<file path="src/rtl/upg_word_loader_pkg.sv">
// Shared types and constants for the upg_* UART upgrade loader blocks.
package upg_word_loader_pkg;

  typedef enum logic [2:0] {
    ST_IDLE,
    ST_LEN_LO,
    ST_LEN_HI,
    ST_DATA,
    ST_DONE,
    ST_ERROR
  } upg_state_t;

  localparam logic [7:0] UPG_SYNC_BYTE = 8'hA5;
  localparam int         UPG_MAX_WORDS = 16384;
  localparam int         UPG_ADR_W     = 14;

  typedef logic [UPG_ADR_W-1:0] upg_adr_t;

  function automatic logic in_session(input upg_state_t s);
    return (s == ST_LEN_LO) || (s == ST_LEN_HI) || (s == ST_DATA);
  endfunction

endpackage

</file>
<file path="src/rtl/upg_word_loader_if.sv">
// Byte-stream input and memory-write output bundle of the word loader.
interface upg_word_loader_if;
  import upg_word_loader_pkg::*;

  logic        rx_valid;
  logic [7:0]  rx_data;
  logic        upg_wen_o;
  upg_adr_t    upg_adr_o;
  logic [31:0] upg_dat_o;
  logic        upg_done_o;
  logic        busy_o;
  logic        err_o;

  // master: byte source / memory observer; slave: the loader itself
  modport master (
    output rx_valid, rx_data,
    input  upg_wen_o, upg_adr_o, upg_dat_o, upg_done_o, busy_o, err_o
  );

  modport slave (
    input  rx_valid, rx_data,
    output upg_wen_o, upg_adr_o, upg_dat_o, upg_done_o, busy_o, err_o
  );

endinterface

</file>
<file path="src/rtl/upg_gap_timer.sv">
// Idle-gap counter: counts enabled cycles since the last clear, flags LIMIT-1 reached.
// Holds its value while disabled and saturates at the limit; clear has priority.
module upg_gap_timer #(
  parameter int LIMIT = 1000000
) (
  input  logic clock,
  input  logic rst_n,
  input  logic clear,
  input  logic enable,
  output logic expired
);

  localparam int             W    = (LIMIT > 1) ? $clog2(LIMIT) : 1;
  localparam logic [W-1:0]   LAST = W'(LIMIT - 1);

  logic [W-1:0] count;

  always_ff @(posedge clock or negedge rst_n) begin
    if (!rst_n) begin
      count <= '0;
    end else if (clear) begin
      count <= '0;
    end else if (enable && (count != LAST)) begin
      count <= count + W'(1);
    end
  end

  assign expired = enable && (count == LAST);

endmodule

</file>
<file path="src/rtl/upg_word_loader.sv">
// UART upgrade loader: SYNC, 16-bit LE word count, then LE 32-bit words written to memory.
// Write pulse lands one cycle after the 4th byte of a word; never stalls, bytes accepted every cycle.
module upg_word_loader
  import upg_word_loader_pkg::*;
#(
  parameter logic [7:0] SYNC_BYTE      = UPG_SYNC_BYTE,
  parameter int         TIMEOUT_CYCLES = 1000000,
  parameter int         MAX_WORDS      = UPG_MAX_WORDS
) (
  input logic              clock,
  input logic              rst_n,
  upg_word_loader_if.slave bus
);

  upg_state_t  state;
  logic [15:0] len;
  logic [14:0] word_cnt;
  upg_adr_t    adr_cnt;
  logic [1:0]  byte_idx;
  logic [23:0] word_acc;
  logic        wen_r;
  upg_adr_t    adr_r;
  logic [31:0] dat_r;
  logic        done_r;
  logic        busy_r;
  logic        err_r;

  logic        accept;
  logic        sync_hit;
  logic        expired;
  logic [15:0] len_full;

  assign accept   = bus.rx_valid;
  assign sync_hit = accept && (bus.rx_data == SYNC_BYTE) && !in_session(state);
  assign len_full = {bus.rx_data, len[7:0]};

  upg_gap_timer #(.LIMIT(TIMEOUT_CYCLES)) u_gap_timer (
    .clock   (clock),
    .rst_n   (rst_n),
    .clear   (sync_hit || (accept && in_session(state))),
    .enable  (in_session(state)),
    .expired (expired)
  );

  always_ff @(posedge clock or negedge rst_n) begin
    if (!rst_n) begin
      state    <= ST_IDLE;
      len      <= '0;
      word_cnt <= '0;
      adr_cnt  <= '0;
      byte_idx <= '0;
      word_acc <= '0;
      wen_r    <= 1'b0;
      adr_r    <= '0;
      dat_r    <= '0;
      done_r   <= 1'b0;
      busy_r   <= 1'b0;
      err_r    <= 1'b0;
    end else begin
      wen_r <= 1'b0;
      case (state)
        ST_IDLE, ST_DONE, ST_ERROR: begin
          if (sync_hit) begin
            state    <= ST_LEN_LO;
            done_r   <= 1'b0;
            err_r    <= 1'b0;
            busy_r   <= 1'b1;
            adr_cnt  <= '0;
            word_cnt <= '0;
            byte_idx <= '0;
          end
        end
        ST_LEN_LO: begin
          if (accept) begin
            len[7:0] <= bus.rx_data;
            state    <= ST_LEN_HI;
          end else if (expired) begin
            state  <= ST_ERROR;
            err_r  <= 1'b1;
            busy_r <= 1'b0;
          end
        end
        ST_LEN_HI: begin
          if (accept) begin
            len[15:8] <= bus.rx_data;
            if (len_full == 16'd0) begin
              state  <= ST_DONE;
              done_r <= 1'b1;
              busy_r <= 1'b0;
            end else if (len_full > 16'(MAX_WORDS)) begin
              state  <= ST_ERROR;
              err_r  <= 1'b1;
              busy_r <= 1'b0;
            end else begin
              state <= ST_DATA;
            end
          end else if (expired) begin
            state  <= ST_ERROR;
            err_r  <= 1'b1;
            busy_r <= 1'b0;
          end
        end
        ST_DATA: begin
          // word_cnt reaches len on the byte-3 edge, so DONE lands one cycle after the last pulse
          if ({1'b0, word_cnt} == len) begin
            state  <= ST_DONE;
            done_r <= 1'b1;
            busy_r <= 1'b0;
          end else if (accept) begin
            byte_idx <= byte_idx + 2'd1;
            case (byte_idx)
              2'd0: word_acc[7:0]   <= bus.rx_data;
              2'd1: word_acc[15:8]  <= bus.rx_data;
              2'd2: word_acc[23:16] <= bus.rx_data;
              default: begin
                wen_r    <= 1'b1;
                adr_r    <= adr_cnt;
                dat_r    <= {bus.rx_data, word_acc};
                adr_cnt  <= adr_cnt + upg_adr_t'(1);
                word_cnt <= word_cnt + 15'd1;
              end
            endcase
          end else if (expired) begin
            state  <= ST_ERROR;
            err_r  <= 1'b1;
            busy_r <= 1'b0;
          end
        end
        default: state <= ST_IDLE;
      endcase
    end
  end

  assign bus.upg_wen_o  = wen_r;
  assign bus.upg_adr_o  = adr_r;
  assign bus.upg_dat_o  = dat_r;
  assign bus.upg_done_o = done_r;
  assign bus.busy_o     = busy_r;
  assign bus.err_o      = err_r;

endmodule

</file>
<file path="src/flat_wrapper.sv">
// flat-port wrapper written by rule: the top's interface ports become plain ports
module upg_word_loader_flat import upg_word_loader_pkg::*;
#(
  parameter logic [7:0] SYNC_BYTE      = UPG_SYNC_BYTE,
  parameter int         TIMEOUT_CYCLES = 1000000,
  parameter int         MAX_WORDS      = UPG_MAX_WORDS
)
  (clock, rst_n, bus_rx_valid, bus_rx_data, bus_upg_wen_o, bus_upg_adr_o, bus_upg_dat_o, bus_upg_done_o, bus_busy_o, bus_err_o);
  upg_word_loader_if bus_i ();
  input logic clock;
  input logic rst_n;
  input wire logic [$bits(bus_i.rx_valid)-1:0] bus_rx_valid;
  input wire logic [$bits(bus_i.rx_data)-1:0] bus_rx_data;
  output wire logic [$bits(bus_i.upg_wen_o)-1:0] bus_upg_wen_o;
  output wire logic [$bits(bus_i.upg_adr_o)-1:0] bus_upg_adr_o;
  output wire logic [$bits(bus_i.upg_dat_o)-1:0] bus_upg_dat_o;
  output wire logic [$bits(bus_i.upg_done_o)-1:0] bus_upg_done_o;
  output wire logic [$bits(bus_i.busy_o)-1:0] bus_busy_o;
  output wire logic [$bits(bus_i.err_o)-1:0] bus_err_o;
  assign bus_i.rx_valid = bus_rx_valid;
  assign bus_i.rx_data = bus_rx_data;
  assign bus_upg_wen_o = bus_i.upg_wen_o;
  assign bus_upg_adr_o = bus_i.upg_adr_o;
  assign bus_upg_dat_o = bus_i.upg_dat_o;
  assign bus_upg_done_o = bus_i.upg_done_o;
  assign bus_busy_o = bus_i.busy_o;
  assign bus_err_o = bus_i.err_o;
  upg_word_loader #(.SYNC_BYTE(SYNC_BYTE), .TIMEOUT_CYCLES(TIMEOUT_CYCLES), .MAX_WORDS(MAX_WORDS)) u_core (.clock(clock), .rst_n(rst_n), .bus(bus_i));
endmodule
</file>
<file path="config.mk">
export PLATFORM = sky130hd
export DESIGN_NAME = upg_word_loader_flat
export DESIGN_NICKNAME = d
export VERILOG_FILES = /design/src/rtl/upg_word_loader_pkg.sv /design/src/rtl/upg_word_loader_if.sv /design/src/rtl/upg_gap_timer.sv /design/src/rtl/upg_word_loader.sv /design/src/flat_wrapper.sv
export SDC_FILE = /design/constraint.sdc
export NUM_CORES = 1
export LEC_CHECK = 0
export ABC_AREA = 1
export ABC_CLOCK_PERIOD_IN_PS = 1900
export CORE_ASPECT_RATIO = 0.75
export CORE_MARGIN = 2
export CORE_UTILIZATION = 58
export CTS_CLUSTER_SIZE = 12
export DETAILED_ROUTE_END_ITERATION = 10
export GPL_TIMING_DRIVEN = 1
export MAX_ROUTING_LAYER = met4
export PLACE_DENSITY = 0.8
export SLEW_MARGIN = 5
export SYNTH_ARGS = -nofsm -noshare
export SYNTH_HDL_FRONTEND = slang
export SYNTH_SLANG_ARGS = --single-unit
</file>
<file path="constraint.sdc">
create_clock -name clock -period 1.9 [get_ports clock]
set_input_delay 0.285 -clock clock [delete_from_list [all_inputs] [get_ports clock]]
set_output_delay 0.285 -clock clock [all_outputs]
set_load 0.05 [all_outputs]
</file>
## Word level (Yosys, flattened, before mapping)

Index checks and enable logic that the tools add are counted.

| operators by class | value |
|---|---|
| add/sub/neg operators | 4 |
| magnitude comparators | 1 |
| eq/ne operators | 22 |
| mux-type cells | 49 |
| bitwise logic cells | 2 |
| reductions and logical operators | 30 |

Operators by type and width:

| cell | count |
|---|---|
| $mux 15 | 4 |
| $mux 14 | 4 |
| $mux 20 | 2 |
| $pmux 15 s2 | 1 |
| $pmux 14 s2 | 1 |
| $mux 3 | 8 |
| $mux 1 | 21 |
| $add 20x1->20 const B | 1 |
| $eq 20x20->1 const B | 1 |
| $ne 20x20->1 const B | 1 |
| $reduce_and 4->1 | 5 |
| $eq 15x16->1 | 1 |
| $gt 16x15->1 const B | 1 |
| $logic_not 16->1 | 1 |
| $add 15x1->15 const B | 1 |
| $reduce_and 5->1 | 3 |
| $add 14x1->14 const B | 1 |
| $ne 2x2->1 const B | 6 |
| $pmux 3 s4 | 1 |
| $ne 3x3->1 const B | 3 |
| $eq 8x8->1 const B | 1 |
| $pmux 1 s4 | 2 |
| $eq 3x2->1 const B | 2 |
| $eq 3x3->1 const B | 2 |
| other kinds (21) | 34 |

| storage, ports and cells | value |
|---|---|
| register bits after elaboration | 144 |
| logic and storage cells | 124 |

## Logic depth before layout (Yosys ltp)

Gate-level depths: netlist of the first run.

| logic depth | value |
|---|---|
| word-level depth | 8 |
| gate-level depth with buffers | 15 |
| gate-level depth less buffers | 13 |

## Cells and area by module

A second synthesis of the first run with hierarchy kept.

| unflattened totals | value |
|---|---|
| cell total of the unflattened synthesis | 1,036 |
| area, all modules | 7,701.1 um^2 |

Modules (own cells, without submodules):

| module | times used | cells an instance | area an instance (um^2) | seq. area each (um^2) |
|---|---|---|---|---|
| upg_word_loader | 1 | 829 | 6,213.5 | 3,103.0 |
| upg_gap_timer | 1 | 207 | 1,487.7 | 500.5 |

## Least setup slack after synthesis of the first run

No wires, ideal clock.

| timing | value |
|---|---|
| kind | register to register |
| from | register u_core.u_gap_timer.count[0] |
| to | register u_core.busy_r (netlist: u_core.bus.busy_o) |
| library setup time | 119 ps |
| data arrival time | 1,621 ps |
| required time | 1,781 ps |
| setup slack | 160 ps |
| cell stages (with the launch flop) | 12 |
| clock period less this slack | 1,740 ps |
| cell sequence | dfrtp_1 -> ha_1 -> nand2_1 -> nor2_1 -> inv_1 -> nor2_1 -> nand4_1 -> or2_2 -> nand2_1 -> nand2_1 -> nand2_1 -> nand2_1 |

| between the ends | value |
|---|---|
| longest elaborated chain between the ends | 6 |
| elaborated cells on any way between the ends | 7 |

RTL lines:

| what | RTL line | RTL |
|---|---|---|
| start, declared | upg_gap_timer.sv:16 | `logic [W-1:0] count;` |
| start signal, assigned | upg_gap_timer.sv:24 | `count <= count + W'(1);` |
| $eq 20x20->1 (*) | upg_gap_timer.sv:28 | `assign expired = enable && (count == LAST);` |
| $logic_and 1x1->1 (*) | upg_gap_timer.sv:28 |  |
| $mux 1 (*) | - |  |
| $mux 1 (2 in series) | - |  |
| $pmux 1 s4 (*) | - |  |
| end signal, assigned | upg_word_loader.sv:57 | `busy_r <= 1'b0;` |
| end signal, assigned | upg_word_loader.sv:67 | `busy_r <= 1'b1;` |
| end signal, assigned | upg_word_loader.sv:80 | `busy_r <= 1'b0;` |
| end, declared | upg_word_loader.sv:25 | `logic busy_r;` |

Mark *: on every way between the ends. The rest lies on a longest branch, timed or not.
A chain may end at the register's enable or synchronous reset.

## Worst setup path after layout of the first run

| timing | value |
|---|---|
| from | register u_core.dat_r[4] (netlist: u_core.bus.upg_dat_o[4]) |
| to | output port bus_upg_dat_o[4] |

RTL lines:

| what | RTL line | RTL |
|---|---|---|
| start, declared | upg_word_loader.sv:23 | `logic [31:0] dat_r;` |
| start signal, assigned | upg_word_loader.sv:118 | `dat_r <= {bus.rx_data, word_acc};` |
| end, declared | flat_wrapper.sv:16 | `output wire logic [$bits(bus_i.upg_dat_o)-1:0] bus_upg_dat_o;` |

No word-level cell between the ends.

==> results.sh, run 1 <==
export IMPL_status="finished clean"
export IMPL_grt_overflow=0
export IMPL_slew_limit_headroom_pct=65.79
export IMPL_num_nets_final=1097
export IMPL_slowest_stage="clkdlybuf4s50_1"
export IMPL_fin_cells=1258
export IMPL_viasPerCell=5.622
export IMPL_async_flop_share_pct=100.0
export IMPL_drv_slew=0
export IMPL_clkSinkCount=144
export IMPL_root_buffer="clkbuf_16"
export IMPL_routedWlPerCell_microns=15.63
export IMPL_die_area_sq_um=13530
export IMPL_path_clk_slew_ns=0.07
export IMPL_synth_nets=985
export IMPL_port_buffers=60
export IMPL_crit_type="flop to output pin"
export IMPL_cts_buffers=17
export IMPL_crit_chain="clkdlybuf4s50_1"
export IMPL_crit_start="u_core.bus.upg_dat_o[4]"
export IMPL_crit_fanout=2
export IMPL_total_power_uw=10290
export IMPL_multi_input_area_sq_um=3241
export IMPL_cpLargestDelayFamily="buffers and inverters"
export IMPL_p_sw_uw=3759
export IMPL_antenna_cells=0
export IMPL_synth_edff_count=0
export IMPL_drt_iter0_drc=808
export IMPL_start_util_pct=59.41
export IMPL_max_freq_mhz=538.4
export IMPL_coreArea_sq_um=12310
export IMPL_grt_max_degree=55
export IMPL_drc=0
export IMPL_drt_first_pass_iters=5
export IMPL_rrSetupSlack_ns=0.09
export IMPL_critPathArrivalTime_ns=1.57
export IMPL_slowest_delay_ns=0.80
export IMPL_tightestPinTransition_ns=0.5123
export IMPL_antenna_found_initial=0
export IMPL_min_period_ns=1.857
export IMPL_first_global_vias=6407
export IMPL_nFillCells=834
export IMPL_ys_flop_type="dfrtp_1"
export IMPL_clk_latency_ns=0.43
export IMPL_p_comb_share_pct=29.5
export IMPL_die_x_microns=133.6
export IMPL_pwr_share_seq_pct=36.7
export IMPL_ant_nets=0
export IMPL_finalWeightedCongestion=0.9938
export IMPL_tritoncts="built"
export IMPL_synth_area_per_cell_sq_um=7.560
export IMPL_drive_gt1_share_pct=13.00
export IMPL_ys_ff_latch=144
export IMPL_p_leak_uw=0.005062
export IMPL_layout_common_cells="360 x nand2_1, 134 x dfrtp_1, 91 x o21ai_0"
export IMPL_critPathBufInv=1
export IMPL_ir_worst_vdd_uv=867.0
export IMPL_finClkSkew_ns=0.01192
export IMPL_yosys_cell_types_count=30
export IMPL_hp_class="input pin to async pin"
export IMPL_num_vias=7072
export IMPL_die_h_microns=101.2
export IMPL_startpoint_type="flop"
export IMPL_cts_htree_levels=4
export IMPL_switching_share_pct=36.53
export IMPL_grt_usage_pct=30.71
export IMPL_cap_violations=0
export IMPL_finalHoldViolCount=0
export IMPL_row_count=35
export IMPL_io_pins=61
export IMPL_p_int_uw=6531
export IMPL_ys_warn_count=0
export IMPL_wl_microns=19660
export IMPL_clock_power_share_pct=33.9
export IMPL_synthesis_area_sq_um=7311
export IMPL_powerDensity_nw_per_um2=1096
export IMPL_crit_required_ns=1.62
export IMPL_layout_commonest_cell="nand2_1"
export IMPL_finalCritPeriodShare_pct=97.75
export IMPL_r2r_start="u_core.word_cnt[12]"
export IMPL_synth_seq_area_share_pct=49.29
export IMPL_area_growth_pct=28.48
export IMPL_dp_cells=1214
export IMPL_crit_path_end_kind="output pin"
export IMPL_seqCellArea_sq_um=3616
export IMPL_grt_pass1_wl_microns=31680
export IMPL_setup_violations=0
export IMPL_max_clock_path_buffers=2
export IMPL_synthCells=967
export IMPL_dp_hpwl_microns=12860
[stage by stage]
stage                     util [%]   TNS (ns)  setup slack (ns)  hold slack [ns]  instance area [sq um]
after global routing         76.33  -0.003898         -0.002748           0.3624                   9393
final                        76.33          0           0.04272           0.3353                   9393
after CTS                    73.76          0          0.004277           0.3514                   9076
after detailed placement     68.66     -1.343          -0.07215           0.2280                   8449
after floorplan                  -          0            0.1599         -0.01059                   7311
after global placement       68.66          0           0.01200           0.2239                   8449
[cell usage after synthesis (3+ instances only)]
cell type | count | area share, %
nor2_1 | 67 | 3.4
or2_2 | 5 | 0.43
nor2_2 | 5 | 0.43
o21ai_0 | 91 | 6.2
xor2_1 | 15 | 1.8
a21oi_1 | 5 | 0.34
buf_6 | 6 | 0.92
nor3_1 | 21 | 1.4
inv_2 | 7 | 0.36
ha_1 | 7 | 1.2
inv_1 | 85 | 4.4
nand3_1 | 66 | 4.5
clkbuf_1 | 6 | 0.31
dfrtp_1 | 144 | 49
buf_4 | 5 | 0.51
o21ai_1 | 17 | 1.2
xnor2_1 | 3 | 0.36
buf_2 | 12 | 0.82
nand4_1 | 24 | 2.1
nand2_1 | 363 | 19
[sequential cells by signal, summed over array words and instances, names as in the netlist]
name	cells
u_core.bus.upg_wen_o	1
u_core.word_acc	24
u_core.byte_idx	2
u_core.len	16
u_core.bus.upg_adr_o	14
u_core.bus.err_o	1
u_core.adr_cnt	14
u_core.u_gap_timer.count	20
u_core.bus.upg_done_o	1
u_core.bus.upg_dat_o	32
u_core.bus.busy_o	1
u_core.state	3
u_core.word_cnt	15
[kinds of logic (layout without fill, tap and decap cells)]
logic type      Yosys count  count (layout)  synth area share (%)
buf+inv                 123             248                 7.393
fa+ha+maj                 7               7                 1.198
flops                   144             144                 49.29
mux                       1               1                0.1540
xor+xnor                 18              18                 2.157
simple gates            559             559                 31.87
compound gates          115             115                 7.941
[timing repair]
| action | CTS | global route |
|---|---|---|
| endpoints found under the setup margin | 6 | 143 |
| gates cloned | 0 | 3 |
| hold buffers | 1 | 0 |
| hold endpoints to repair | 39 | 0 |
| setup buffers | 0 | 8 |
| resized for setup | 6 | 65 |
| pin swaps | 0 | 6 |
[metal layers]
metal	vias to the layer above	track usage, %	part of all wire (%)
met5	-	-	0
met4	0	8.183	1.1
met3	27	6.657	10
met2	384	42.98	43
met1	3339	45.46	45
li1	3322	-	-
[cell type report]
| class | count | share of cell area [%] |
|---|---|---|
| Sequential cell | 144 | 38.50 |
| Multi-Input combinational cell | 700 | 34.50 |
| Timing Repair Buffer | 123 | 14.44 |
| Clock buffer | 17 | 4.529 |
| Inverter | 93 | 3.743 |
| Tap cell | 166 | 2.211 |
| Clock inverter | 15 | 2.078 |
[power groups by stage]
stage	combinational, uW	clock, uW	sequential [uW]
6_report	3030	3480	3770
3_5_place_dp	2690	0	3790
5_1_grt	3360	3700	3820
4_1_cts	2720	3510	3750
3_3_place_gp	2620	0	3780
2_1_floorplan	1750	0	3850
[worst paths after layout]
check,to,cells after the start
setup / recovery,bus_upg_dat_o[4],1
hold / removal,u_core.bus.upg_adr_o[2],2
setup reg to reg,u_core.adr_cnt[8],11
hold reg to reg,u_core.bus.upg_dat_o[13],2
max in group asynchronous,u_core.word_cnt[6],3
min in group clock,u_core.bus.upg_dat_o[13],2
Power figures use the tool's default switching activity.
==> run 2: changes to the inputs <==
--- a/config.mk
+++ b/config.mk
@@ -7,7 +7,6 @@
 export LEC_CHECK = 0
 export ABC_AREA = 1
 export ABC_CLOCK_PERIOD_IN_PS = 1900
-export CORE_ASPECT_RATIO = 0.75
 export CORE_MARGIN = 2
 export CORE_UTILIZATION = 58
 export CTS_CLUSTER_SIZE = 12
==> results.sh, run 2 (synthesized netlist as in run 1, its figures left out) <==
export IMPL_tritoncts="built"
export IMPL_ant_nets=0
export IMPL_r2r_start="u_core.word_cnt[7]"
export IMPL_finalCritPeriodShare_pct=99.37
export IMPL_routedWlPerCell_microns=14.70
export IMPL_port_buffers=60
export IMPL_wl_microns=18630
export IMPL_area_growth_pct=27.62
export IMPL_multi_input_area_sq_um=3224
export IMPL_critPathArrivalTime_ns=1.60
export IMPL_tightestPinTransition_ns=0.5618
export IMPL_antenna_cells=0
export IMPL_dpl_instance_area_sq_um=8462
export IMPL_die_x_microns=116.3
export IMPL_slowest_stage="clkdlybuf4s50_1"
export IMPL_critPathBufInv=1
export IMPL_row_count=41
export IMPL_status="finished clean"
export IMPL_grt_max_degree=60
export IMPL_dp_hpwl_microns=12470
export IMPL_cts_htree_levels=4
export IMPL_powerDensity_nw_per_um2=1081
export IMPL_grt_pass1_wl_microns=29970
export IMPL_rrSetupSlack_ns=0.10
export IMPL_drc=0
export IMPL_clkSinkCount=144
export IMPL_io_pins=61
export IMPL_setup_violations=0
export IMPL_num_nets_final=1100
export IMPL_die_h_microns=116.3
export IMPL_largest_reg_flops=32
export IMPL_max_clock_path_buffers=2
export IMPL_hp_class="input pin to async pin"
export IMPL_seqCellArea_sq_um=3615
export IMPL_nFillCells=898
export IMPL_crit_type="flop to output pin"
export IMPL_die_area_sq_um=13520
export IMPL_slew_limit_headroom_pct=62.55
export IMPL_grt_setup_unrepaired="yes"
export IMPL_drt_first_pass_iters=6
export IMPL_startpoint_type="flop"
export IMPL_num_vias=6838
export IMPL_pre_cts_ws_ns=-0.1354
export IMPL_p_leak_uw=0.005076
export IMPL_viasPerCell=5.397
export IMPL_fin_util_pct=74.85
export IMPL_ir_worst_vdd_uv=822.2
export IMPL_cap_violations=0
export IMPL_clk_latency_ns=0.43
export IMPL_drt_iter0_drc=770
export IMPL_final_area_sq_um=9330
export IMPL_crit_path_end_kind="output pin"
export IMPL_cts_buffers=17
export IMPL_min_period_ns=1.888
export IMPL_path_clk_slew_ns=0.06
export IMPL_crit_fanout=2
export IMPL_first_global_vias=6278
export IMPL_root_buffer="clkbuf_16"
export IMPL_antenna_found_initial=0
export IMPL_r2r_end="u_core.bus.upg_dat_o[4]"
export IMPL_max_freq_mhz=529.7
export IMPL_drive_gt1_share_pct=12.88
export IMPL_grt_overflow=0
export IMPL_layout_common_cells="359 x nand2_1, 135 x dfrtp_1, 88 x o21ai_0"
export IMPL_start_util_pct=58.65
export IMPL_cpLargestDelayFamily="buffers and inverters"
export IMPL_crit_chain="clkdlybuf4s50_1"
export IMPL_layout_commonest_cell="nand2_1"
export IMPL_grt_usage_pct=29.18
export IMPL_drv_slew=0
export IMPL_finalWeightedCongestion=0.9371
export IMPL_setup_ws_ns=0.01203
export IMPL_crit_required_ns=1.62
export IMPL_coreArea_sq_um=12470
export IMPL_slowest_delay_ns=0.81
export IMPL_finalHoldViolCount=0
export IMPL_finClkSkew_ns=0.007828
export IMPL_reg2reg_depth=14
[run 2: cell type report]
class                           instances  share of cell area (%)
Sequential cell                       144                   38.74
Clock buffer                           21                   5.150
Clock inverter                         11                   1.381
Timing Repair inverter                  1                 0.08046
Multi-Input combinational cell        700                   34.56
Timing Repair Buffer                  125                   13.97
Tap cell                              172                   2.307
Inverter                               93                   3.809
[run 2: per-stage QoR]
step	total power (uW)	TNS, ns	hold WS, ns	instances
final	10090	0	0.3975	1267
after global routing	10650	-0.2424	0.4377	1267
after CTS	9856	0	0.4146	1257
after detailed placement	6465	-3.495	0.3030	1224
after global placement	6399	-1.702	0.3016	1224
after floorplan	5599	0	-0.01059	967
[run 2: power breakdown]
| group | internal [uW] | total, uW | switching [uW] |
|---|---|---|---|
| clock | 2080 | 3410 | 1330 |
| sequential | 3490 | 3770 | 274 |
| combinational | 994 | 2910 | 1920 |
[run 2: metal layers]
layer	GRT usage [%]	part of all wire (%)	vias up
met5	-	0	-
met4	10.00	1.6	0
met3	5.656	7.4	32
met2	44.19	47	288
met1	39.69	44	3189
li1	-	-	3329
[run 2: what timing repair did]
item	in CTS	in global routing
gates cloned	0	2
pin swaps	0	7
setup buffers	0	8
setup endpoints to repair	5	136
hold endpoints to repair	54	0
hold buffers	1	0
resized for setup	5	66
[run 2: worst max path at each step]
stage               slack (ns)  cells after the start                           end                        start
floorplan                 0.16                     11             u_core.bus.busy_o  u_core.u_gap_timer.count[0]
global placement         -0.06                      9  u_core.u_gap_timer.count[12]               bus_rx_data[1]
detailed placement       -0.14                     10   u_core.u_gap_timer.count[8]               bus_rx_data[0]
CTS                     0.0004                      1             bus_upg_dat_o[31]     u_core.bus.upg_dat_o[31]
global route             -0.03                      1              bus_upg_adr_o[5]      u_core.bus.upg_adr_o[5]
finish                    0.01                      1              bus_upg_adr_o[5]      u_core.bus.upg_adr_o[5]
==> run 3: changes to the inputs <==
--- a/config.mk
+++ b/config.mk
@@ -7,9 +7,10 @@
 export LEC_CHECK = 0
 export ABC_AREA = 1
 export ABC_CLOCK_PERIOD_IN_PS = 1900
+export CORE_ASPECT_RATIO = 1.25
 export CORE_MARGIN = 2
 export CORE_UTILIZATION = 58
-export CTS_CLUSTER_SIZE = 12
+export CTS_CLUSTER_SIZE = 24
 export DETAILED_ROUTE_END_ITERATION = 10
 export GPL_TIMING_DRIVEN = 1
 export MAX_ROUTING_LAYER = met4
==> results.sh, run 3 (synthesized netlist as in run 1, its figures left out) <==
export IMPL_routedWlPerCell_microns=14.85
export IMPL_crit_type="flop to output pin"
export IMPL_clk_latency_ns=0.43
export IMPL_die_x_microns=104.4
export IMPL_port_buffers=60
export IMPL_crit_fanout=2
export IMPL_dp_cells=1208
export IMPL_hp_class="input pin to async pin"
export IMPL_use_met3_pct=5.382
export IMPL_grtUsageMet2_pct=48.56
export IMPL_drive_gt1_share_pct=11.66
export IMPL_cap_violations=0
export IMPL_slew_limit_headroom_pct=62.74
export IMPL_crit_required_ns=1.62
export IMPL_drv_slew=0
export IMPL_grt_pass1_wl_microns=30350
export IMPL_finalWeightedCongestion=1.017
export IMPL_root_buffer="clkbuf_16"
export IMPL_r2r_end="u_core.bus.upg_dat_o[4]"
export IMPL_grt_util_met1_pct=34.11
export IMPL_num_nets_final=1086
export IMPL_fin_cells=1245
export IMPL_crit_start="u_core.bus.upg_dat_o[7]"
export IMPL_p_int_uw=6381
export IMPL_path_clk_slew_ns=0.07
export IMPL_startpoint_type="flop"
export IMPL_drc=0
export IMPL_crit_end="bus_upg_dat_o[7]"
export IMPL_setup_violations=0
export IMPL_crit_chain="clkdlybuf4s50_1"
export IMPL_tritoncts="built"
export IMPL_cpLargestDelayFamily="buffers and inverters"
export IMPL_multi_input_area_sq_um=3197
export IMPL_start_util_pct=59.84
export IMPL_rrSetupSlack_ns=0.11
export IMPL_max_freq_mhz=534.8
export IMPL_coreArea_sq_um=12220
export IMPL_critPathBufInv=1
export IMPL_whs_ns=0.3319
export IMPL_largest_reg_flops=32
export IMPL_slowest_delay_ns=0.80
export IMPL_seqCellArea_sq_um=3615
export IMPL_path_depth=1
export IMPL_slowest_stage="clkdlybuf4s50_1"
export IMPL_finalCritPeriodShare_pct=98.41
export IMPL_wl_microns=18490
export IMPL_die_area_sq_um=13530
export IMPL_tightestPinTransition_ns=0.5546
export IMPL_clock_power_share_pct=34.3
export IMPL_ir_worst_vdd_uv=606.3
export IMPL_dp_hpwl_microns=12340
export IMPL_cts_buffers=17
export IMPL_drt_iter0_drc=408
export IMPL_die_h_microns=129.5
export IMPL_finalHoldViolCount=0
export IMPL_cts_htree_levels=4
export IMPL_finClkSkew_ns=0.01652
export IMPL_first_global_vias=6567
export IMPL_row_count=45
export IMPL_min_period_ns=1.870
export IMPL_fin_util_pct=74.90
export IMPL_p_leak_uw=0.004812
export IMPL_pwr_share_seq_pct=38.2
export IMPL_switching_share_pct=35.40
export IMPL_io_pins=61
export IMPL_p_comb_share_pct=27.5
export IMPL_max_clock_path_buffers=2
export IMPL_crit_path_end_kind="output pin"
export IMPL_ant_nets=0
export IMPL_drt_first_pass_iters=5
export IMPL_num_vias=6828
export IMPL_grt_max_degree=56
export IMPL_layout_common_cells="363 x nand2_1, 135 x dfrtp_1, 91 x o21ai_0"
export IMPL_antenna_found_initial=0
export IMPL_grt_overflow=0
export IMPL_viasPerCell=5.484
export IMPL_grt_busiest_layer="met2"
export IMPL_critPathArrivalTime_ns=1.58
export IMPL_reg2reg_depth=14
export IMPL_grt_setup_unrepaired="yes"
export IMPL_nFillCells=939
export IMPL_status="finished clean"
export IMPL_antenna_cells=0
export IMPL_powerDensity_nw_per_um2=1079
export IMPL_clkSinkCount=144
export IMPL_area_growth_pct=25.18
export IMPL_r2r_start="u_core.word_cnt[10]"
export IMPL_p_sw_uw=3496
export IMPL_fin_tns_setup_ns=0
export IMPL_grt_usage_pct=28.97
export IMPL_layout_commonest_cell="nand2_1"
## run 3: cell count changes in the layout (fill, tap and decap cells not counted), moves of 3 or more
cell,change
clkdlybuf4s50_1,+8
o21ai_1,-3
dlymetal6s2s_1,-9
nand2_1,+4
buf_4,-13
o21ai_0,+3
clkbuf_8,-4
nor2_2,+3
inv_6,+6
## run 3: power groups by stage
| stage | sequential (uW) | combinational (uW) | clock [uW] |
|---|---|---|---|
| 4_1_cts | 3750 | 2680 | 3410 |
| 5_1_grt | 3810 | 3050 | 3560 |
| 2_1_floorplan | 3850 | 1750 | 0 |
| 3_5_place_dp | 3800 | 2660 | 0 |
| 3_3_place_gp | 3780 | 2590 | 0 |
| 6_report | 3770 | 2720 | 3390 |
## run 3: through the flow
stage	cell area (sq um)	power [uW]	setup WS, ns
after floorplan	7311	5599	0.1599
after global placement	8392	6373	-0.08617
after detailed placement	8392	6452	-0.1560
after CTS	8991	9840	0.01206
after global routing	9151	10430	-0.04559
final	9151	9877	0.03020
## run 3: how the worst min path moves through the flow
stage                          end  cells past startpoint
2_1_floorplan    u_core.adr_cnt[0]                      0
3_3_place_gp   u_core.word_cnt[10]                      1
3_5_place_dp   u_core.word_cnt[10]                      1
4_1_cts         u_core.word_cnt[8]                      2
5_1_grt        u_core.word_cnt[12]                      2
6_report       u_core.word_cnt[14]                      2
## run 3: routing by layer
layer | vias up | part of all wire [%]
li1 | 3294 | -
met1 | 3217 | 41
met2 | 255 | 50
met3 | 62 | 5.5
met4 | 0 | 3.4
met5 | - | 0
## run 3: worst register-to-register path, cell delays in order (launching register included)
cell,delay (ns)
dfrtp_2,0.42
inv_1,0.08
nand2_1,0.06
nand2_1,0.04
nor2_1,0.11
nand2_1,0.10
nor2_4,0.15
nand2_2,0.09
nand2_4,0.07
inv_2,0.06
nand2_4,0.15
inv_4,0.07
buf_12,0.15
nand2_1,0.08
nand2_1,0.05
## run 3: layout make-up
cell class	count	share of cell area, %
Clock inverter	15	1.873
Inverter	93	3.883
Timing Repair Buffer	112	12.92
Multi-Input combinational cell	700	34.93
Sequential cell	144	39.50
Clock buffer	17	4.649
Tap cell	164	2.242
## run 3: timing repair
item,4_1_cts,5_1_grt
gates resized for setup,6,48
pin swaps,0,4
endpoints found under the hold margin,32,0
hold buffers,1,0
buffers inserted,0,3
setup endpoints to repair,6,100
cloned,0,1
